--- src/rtl/i2s_pkg.sv ---
// Shared constants and helpers for the WM8978 I2S master path.
package i2s_pkg;

    localparam int WL_16 = 16;
    localparam int WL_24 = 24;
    localparam int WL_32 = 32;

    localparam logic LRC_LEFT  = 1'b0;
    localparam logic LRC_RIGHT = 1'b1;

    function automatic int frame_w(input int wl);
        return 2 * wl;
    endfunction

endpackage

--- src/rtl/i2s_clk_gen.sv ---
// Bit-clock divider with rise/fall strobes, frame-position counter and word select.
// With I2S_RX_EN defined a rise strobe is exported for the receive sampler.
module i2s_clk_gen
    import i2s_pkg::*;
#(
    parameter int WL      = 32,
    parameter int CLK_DIV = 4
) (
    input  logic clk,
    input  logic rst,
    output logic bclk_o,
    output logic lrc_o,
`ifdef I2S_RX_EN
    output logic rise_o,
`endif
    output logic fall_o,
    output logic last_o
);

    localparam int FW = frame_w(WL);
    localparam int PW = $clog2(FW);
    localparam int CW = (CLK_DIV > 1) ? $clog2(CLK_DIV) : 1;

    localparam logic [CW-1:0] CNT_LAST = CW'(CLK_DIV - 1);
    localparam logic [PW-1:0] P_LAST   = PW'(FW - 1);
    localparam logic [PW-1:0] LRC_LO   = PW'(WL - 1);
    localparam logic [PW-1:0] LRC_HI   = PW'(FW - 2);

    logic [CW-1:0] cnt_q, cnt_d;
    logic          bclk_q, bclk_d;
    logic [PW-1:0] p_q, p_d;
    logic          lrc_q, lrc_d;
    logic          tick;

    assign tick   = (cnt_q == CNT_LAST);
    assign fall_o = tick & bclk_q;
    assign last_o = (p_q == P_LAST);
    assign bclk_o = bclk_q;
    assign lrc_o  = lrc_q;
`ifdef I2S_RX_EN
    assign rise_o = tick & ~bclk_q;
`endif

    always_comb begin
        cnt_d  = tick ? '0 : cnt_q + CW'(1);
        bclk_d = tick ? ~bclk_q : bclk_q;
        p_d    = p_q;
        lrc_d  = lrc_q;
        if (fall_o) begin
            p_d   = last_o ? '0 : p_q + PW'(1);
            // Word select leads each slot MSB by one bit clock.
            lrc_d = (p_d >= LRC_LO && p_d <= LRC_HI) ? LRC_RIGHT : LRC_LEFT;
        end
    end

    always_ff @(posedge clk) begin
        if (rst) begin
            cnt_q  <= '0;
            bclk_q <= 1'b0;
            p_q    <= P_LAST;
            lrc_q  <= LRC_LEFT;
        end else begin
            cnt_q  <= cnt_d;
            bclk_q <= bclk_d;
            p_q    <= p_d;
            lrc_q  <= lrc_d;
        end
    end

endmodule

--- src/rtl/i2s_master_tx.sv ---
// I2S clock-master transmitter: one-frame buffer, MSB-first shifter, valid/ready input.
// Define I2S_RX_EN to add the receive path (aud_adcdat -> rx_data / rx_valid).
module i2s_master_tx
    import i2s_pkg::*;
#(
    parameter int WL      = 32,
    parameter int CLK_DIV = 4
) (
    input  logic            clk,
    input  logic            rst,
    input  logic [2*WL-1:0] tx_data,
    input  logic            tx_valid,
    output logic            tx_ready,
    output logic            aud_bclk,
    output logic            aud_lrc,
    output logic            aud_dacdat,
    output logic            frame_start,
    output logic            underrun
`ifdef I2S_RX_EN
    ,
    input  logic            aud_adcdat,
    output logic [2*WL-1:0] rx_data,
    output logic            rx_valid
`endif
);

    localparam int FW = frame_w(WL);

    logic          fall, last, load, shift, accept;
    logic          full_q, full_d;
    logic [FW-1:0] buf_q, buf_d;
    logic [FW-1:0] sh_q, sh_d;
    logic          ready_q, ready_d;
    logic          fs_q, fs_d;
    logic          ur_q, ur_d;
`ifdef I2S_RX_EN
    logic          rise;
`endif

    i2s_clk_gen #(
        .WL      (WL),
        .CLK_DIV (CLK_DIV)
    ) u_clk_gen (
        .clk    (clk),
        .rst    (rst),
        .bclk_o (aud_bclk),
        .lrc_o  (aud_lrc),
`ifdef I2S_RX_EN
        .rise_o (rise),
`endif
        .fall_o (fall),
        .last_o (last)
    );

    // The fall that wraps the position counter to 0 starts a new frame.
    assign load   = fall & last;
    assign shift  = fall & ~last;
    assign accept = tx_valid & ready_q;

    always_comb begin
        full_d = full_q;
        buf_d  = buf_q;
        sh_d   = sh_q;
        fs_d   = 1'b0;
        ur_d   = 1'b0;
        if (load) begin
            sh_d   = full_q ? buf_q : '0;
            full_d = 1'b0;
            fs_d   = 1'b1;
            ur_d   = ~full_q;
        end else if (shift) begin
            sh_d = {sh_q[FW-2:0], 1'b0};
        end
        // An accept coinciding with an empty-buffer frame start refills for the next frame.
        if (accept) begin
            buf_d  = tx_data;
            full_d = 1'b1;
        end
        ready_d = ~full_d;
    end

    always_ff @(posedge clk) begin
        if (rst) begin
            full_q  <= 1'b0;
            buf_q   <= '0;
            sh_q    <= '0;
            ready_q <= 1'b0;
            fs_q    <= 1'b0;
            ur_q    <= 1'b0;
        end else begin
            full_q  <= full_d;
            buf_q   <= buf_d;
            sh_q    <= sh_d;
            ready_q <= ready_d;
            fs_q    <= fs_d;
            ur_q    <= ur_d;
        end
    end

    assign tx_ready    = ready_q;
    assign aud_dacdat  = sh_q[FW-1];
    assign frame_start = fs_q;
    assign underrun    = ur_q;

`ifdef I2S_RX_EN
    logic [FW-1:0] rsh_q, rsh_d;
    logic [FW-1:0] rxd_q, rxd_d;
    logic          armed_q, armed_d;
    logic          rxv_q, rxv_d;

    // Nothing is published until a full frame has been sampled from its first p=0.
    always_comb begin
        rsh_d   = rsh_q;
        rxd_d   = rxd_q;
        armed_d = armed_q | load;
        rxv_d   = 1'b0;
        if (rise) begin
            rsh_d = {rsh_q[FW-2:0], aud_adcdat};
            if (last && armed_q) begin
                rxd_d = rsh_d;
                rxv_d = 1'b1;
            end
        end
    end

    always_ff @(posedge clk) begin
        if (rst) begin
            rsh_q   <= '0;
            rxd_q   <= '0;
            armed_q <= 1'b0;
            rxv_q   <= 1'b0;
        end else begin
            rsh_q   <= rsh_d;
            rxd_q   <= rxd_d;
            armed_q <= armed_d;
            rxv_q   <= rxv_d;
        end
    end

    assign rx_data  = rxd_q;
    assign rx_valid = rxv_q;
`endif

endmodule

--- config.mk ---
export PLATFORM = sky130hd
export DESIGN_NAME = i2s_master_tx
export DESIGN_NICKNAME = d
export VERILOG_FILES = /design/src/rtl/i2s_pkg.sv /design/src/rtl/i2s_clk_gen.sv /design/src/rtl/i2s_master_tx.sv
export SDC_FILE = /design/constraint.sdc
export NUM_CORES = 1
export LEC_CHECK = 0
export BUFFER_PORTS_ARGS = -buffer_cell sky130_fd_sc_hd__buf_4
export CAP_MARGIN = 40
export CORE_MARGIN = 3
export CORE_UTILIZATION = 45
export DETAILED_ROUTE_END_ITERATION = 6
export MAX_ROUTING_LAYER = met4
export PLACE_DENSITY = 0.61
export REMOVE_ABC_BUFFERS = 1
export SYNTH_ARGS = -nofsm -noshare
export SYNTH_HDL_FRONTEND = slang
export SYNTH_SLANG_ARGS = --single-unit
--- constraint.sdc ---
create_clock -name clk -period 2.1 [get_ports clk]
set_input_delay 0.105 -clock clk [delete_from_list [all_inputs] [get_ports clk]]
set_output_delay 0.105 -clock clk [all_outputs]
set_load 0.02 [all_outputs]
==> impl_metrics.tcl <==
set metrics [dict create \
    path_max_fanout 59 \
    critPathKind "reg -> reg" \
    drcViolationCount 4 \
    holdPathEnd "tx_ready" \
    clock-root-buffer "clkbuf_16" \
    grt_usage_pct 20.05 \
    clk_pin_slew_ns 0.05 \
    ys_top_cells_by_area "dfxtp_1 (54%), a222oi_1 (11%), nand2_1 (10%)" \
    crit-reg2reg-launch "u_clk_gen.p_q[0]" \
    p_sw_share_pct 20.78 \
    area_growth_pct 35.72 \
    portBuffers 72 \
    place_area_um2 5856 \
    crit_path_top_delay_cell "dfxtp_1" \
    cts_tree "done" \
    avgViaCountPerCell 5.276 \
    timing_hold_violations_final 0 \
    share_comb_of_total_power_pct 6.7 \
    start_kind "register" \
    antenna_found_initial 0 \
    clock_skew_ns 0.007587 \
    htree_levels 4 \
    maxSlewViolCount 0 \
    p_seq_share_pct 43.6 \
    synth_edf_count 0 \
    synth-seq-cells 142 \
    synthDistinctLibCells 42 \
    cellLeakagePower_uw 0.003205 \
    synth_area_per_cell_um2 9.078 \
    cap_violations 0 \
    period_needed_ns 1.942 \
    synth_area_um2 5265 \
    first_pass_iters 7 \
    fin_tns_setup_ns 0 \
    fp-row-count 38 \
    switchingPower_uw 1338 \
    synthArstFlopShare_pct 0 \
    power_density_nw_per_um2 901.3 \
    place_hpwl_um 6861 \
    violations "design-rule violations" \
    overflow 0 \
    period_share_pct 92.46 \
    ant_nets 0 \
    synth-main-ff-cell "dfxtp_1" \
    nets 770 \
    r2r_end "sh_q[9]" \
    fmax_ghz 0.5150 \
    status "finished, violations left" \
    initial_core_util_pct 47.32 \
    ios 73 \
    synth_top_area_share_pct 53.99 \
    slew-limit-headroom_pct 45.51 \
    rsz0062_at_grt "false" \
    fp.dieW_um 114.2 \
    worstPathRequired_ns 2.39 \
    drt-total-wl_um 12070 \
    numCtsBuffers 17 \
    coreArea_um2 11130 \
    drt_iter0_drc 430 \
    clockPowerShare_pct 49.7 \
    rr_worst_depth 6 \
    syn_inst 580 \
    vias 4490 \
    gp_congestion 0.8384 \
    die_y_um 114.2 \
    holdPathStages 4 \
    grt_pass1_wl_um 20220 \
    final_area_um2 7146 \
    worstMarginPinSlew_ns 0.8173 \
    min_path_type "in -> reg" \
    min_from "tx_valid" \
    n_fill_cell 926 \
    path_cells "ha_1 > nand2_1 > o21ba_2 > buf_12 > a222oi_1 > inv_1" \
    die_area_um2 13030 \
    worst_setup_path_end_kind "register" \
    holdBufCountCts 65 \
    internal_power_uw 5102 \
    cts_setup_buffers 0 \
    drive_gt1_share_pct 17.30 \
    yosysSeqAreaShare_pct 53.99 \
    wire_per_inst_um 14.18 \
    ys_warn_count 0 \
    yosysTopAreaCell "dfxtp_1" \
    clock_sinks 142 \
    grt_pass1_vias 4328 \
    critPathMaxStageDelay_ns 0.50 \
    worst-r2r-setup-slack_ns 0.16 \
    post_cts_resized 0 \
    clk_path_buf_depth 2 \
    vdd_ir_drop_max_uv 862.6 \
    antenna_cells 0 \
    report.final.setup_viol 0 \
    clk_latency_ns 0.42 \
    grt_max_degree 75 \
    final_core_util_pct 64.23 \
    cp.arrival_ns 2.23 \
]
[cell families (layout without fill, tap and decap cells)]
kind of cell | after synthesis | after routing | synth area share (%)
fa+ha+maj | 4 | 4 | 0.9506
flops | 142 | 142 | 53.99
compound gates | 146 | 146 | 20.87
xor+xnor | 3 | 3 | 0.4991
buf+inv | 109 | 240 | 9.387
simple gates | 176 | 176 | 14.31
[cell usage in the layout, fill, tap and decap left out, drive strengths merged, types with 2 or more instances in the layout]
cell	instances
nor2	13
nand3	5
nand2b	2
clkinv	3
a211o	3
nor4	2
nor3	3
inv	63
clkinvlp	2
a222oi	59
a21oi	66
xor2	2
bufinv	4
buf	82
dlygate4sd3	65
nand2	141
nand3b	2
ha	4
o21ai	3
a311oi	4
o31ai	2
dfxtp	142
and2	2
clkbuf	21
[flip-flops by register name (all words and copies together), names as in the netlist]
signal,cells
u_clk_gen.lrc_o,1
u_clk_gen.bclk_o,1
sh_q,64
full_q,1
u_clk_gen.p_q,6
underrun,1
u_clk_gen.cnt_q,2
buf_q,64
tx_ready,1
frame_start,1
[metrics by stage]
step	hold WS [ns]	total power [uW]	setup slack, ns	instances
floorplan	0.1712	3001	-1.095	533
global placement	0.3520	3193	0.2703	755
detailed placement	0.3612	3204	0.2138	755
CTS	0.3093	6492	0.1622	851
global route	0.3647	6668	0.02297	851
finish	0.3044	6441	0.1582	851
[worst max-delay path, delay by kind of cell, from the launching register on]
| kind | cells | cell delay (ns) |
|---|---|---|
| simple gates | 1 | 0.18 |
| compound gates | 2 | 0.55 |
| buf+inv | 2 | 0.28 |
| flops | 1 | 0.50 |
| fa+ha+maj | 1 | 0.30 |
[power by group through the flow]
stage	Sequential (uW)	Combinational [uW]	Clock (uW)
after detailed placement	2870	336	0
after global routing	2820	482	3370
after floorplan	2860	143	0
final	2810	433	3200
after global placement	2870	328	0
after CTS	2810	434	3250
[synthesized netlist by cell type, types with 2 or more instances]
library cell	instances
a311oi_1	4
a211o_1	3
xor2_1	2
ha_1	4
a222oi_1	59
nor2_1	13
dfxtp_1	142
inv_1	62
o31ai_1	2
clkbuf_1	19
buf_1	5
buf_2	14
nand2_1	141
a21oi_1	66
buf_6	9
nor3_1	3
o21ai_0	3
nand3_1	4
nand2b_1	2
[worst max path at each step]
stage | end | depth (start not counted) | slack (ns) | start
after detailed placement | sh_q[16] | 6 | 0.21 | u_clk_gen.p_q[0]
after CTS | sh_q[9] | 6 | 0.16 | u_clk_gen.p_q[0]
after floorplan | sh_q[10] | 5 | -1.10 | u_clk_gen.cnt_q[0]
after global routing | sh_q[54] | 6 | 0.02 | u_clk_gen.p_q[0]
final | sh_q[9] | 6 | 0.16 | u_clk_gen.p_q[0]
after global placement | u_clk_gen.lrc_o | 5 | 0.27 | u_clk_gen.p_q[0]
[cell type report]
cell class | count | area, um^2 | area share [%]
inverters | 62 | 232.7 | 3.257
clock inverters | 10 | 158.9 | 2.224
clock buffers | 21 | 480.5 | 6.724
well taps | 140 | 175.2 | 2.451
flip-flops and latches | 142 | 2843 | 39.78
repair buffers | 147 | 1316 | 18.42
multi-input cells | 329 | 1939 | 27.14
[routing by layer]
metal  GRT usage (%)  vias to the layer above  share of wire [%]
li1                -                     2272                  -
met1           24.09                     2087                 45
met2           32.83                      112                 49
met3           4.651                       19                4.6
met4           7.601                        0                1.8
met5               -                        -                  0
Note: power is estimated with default switching activity, not from simulation.
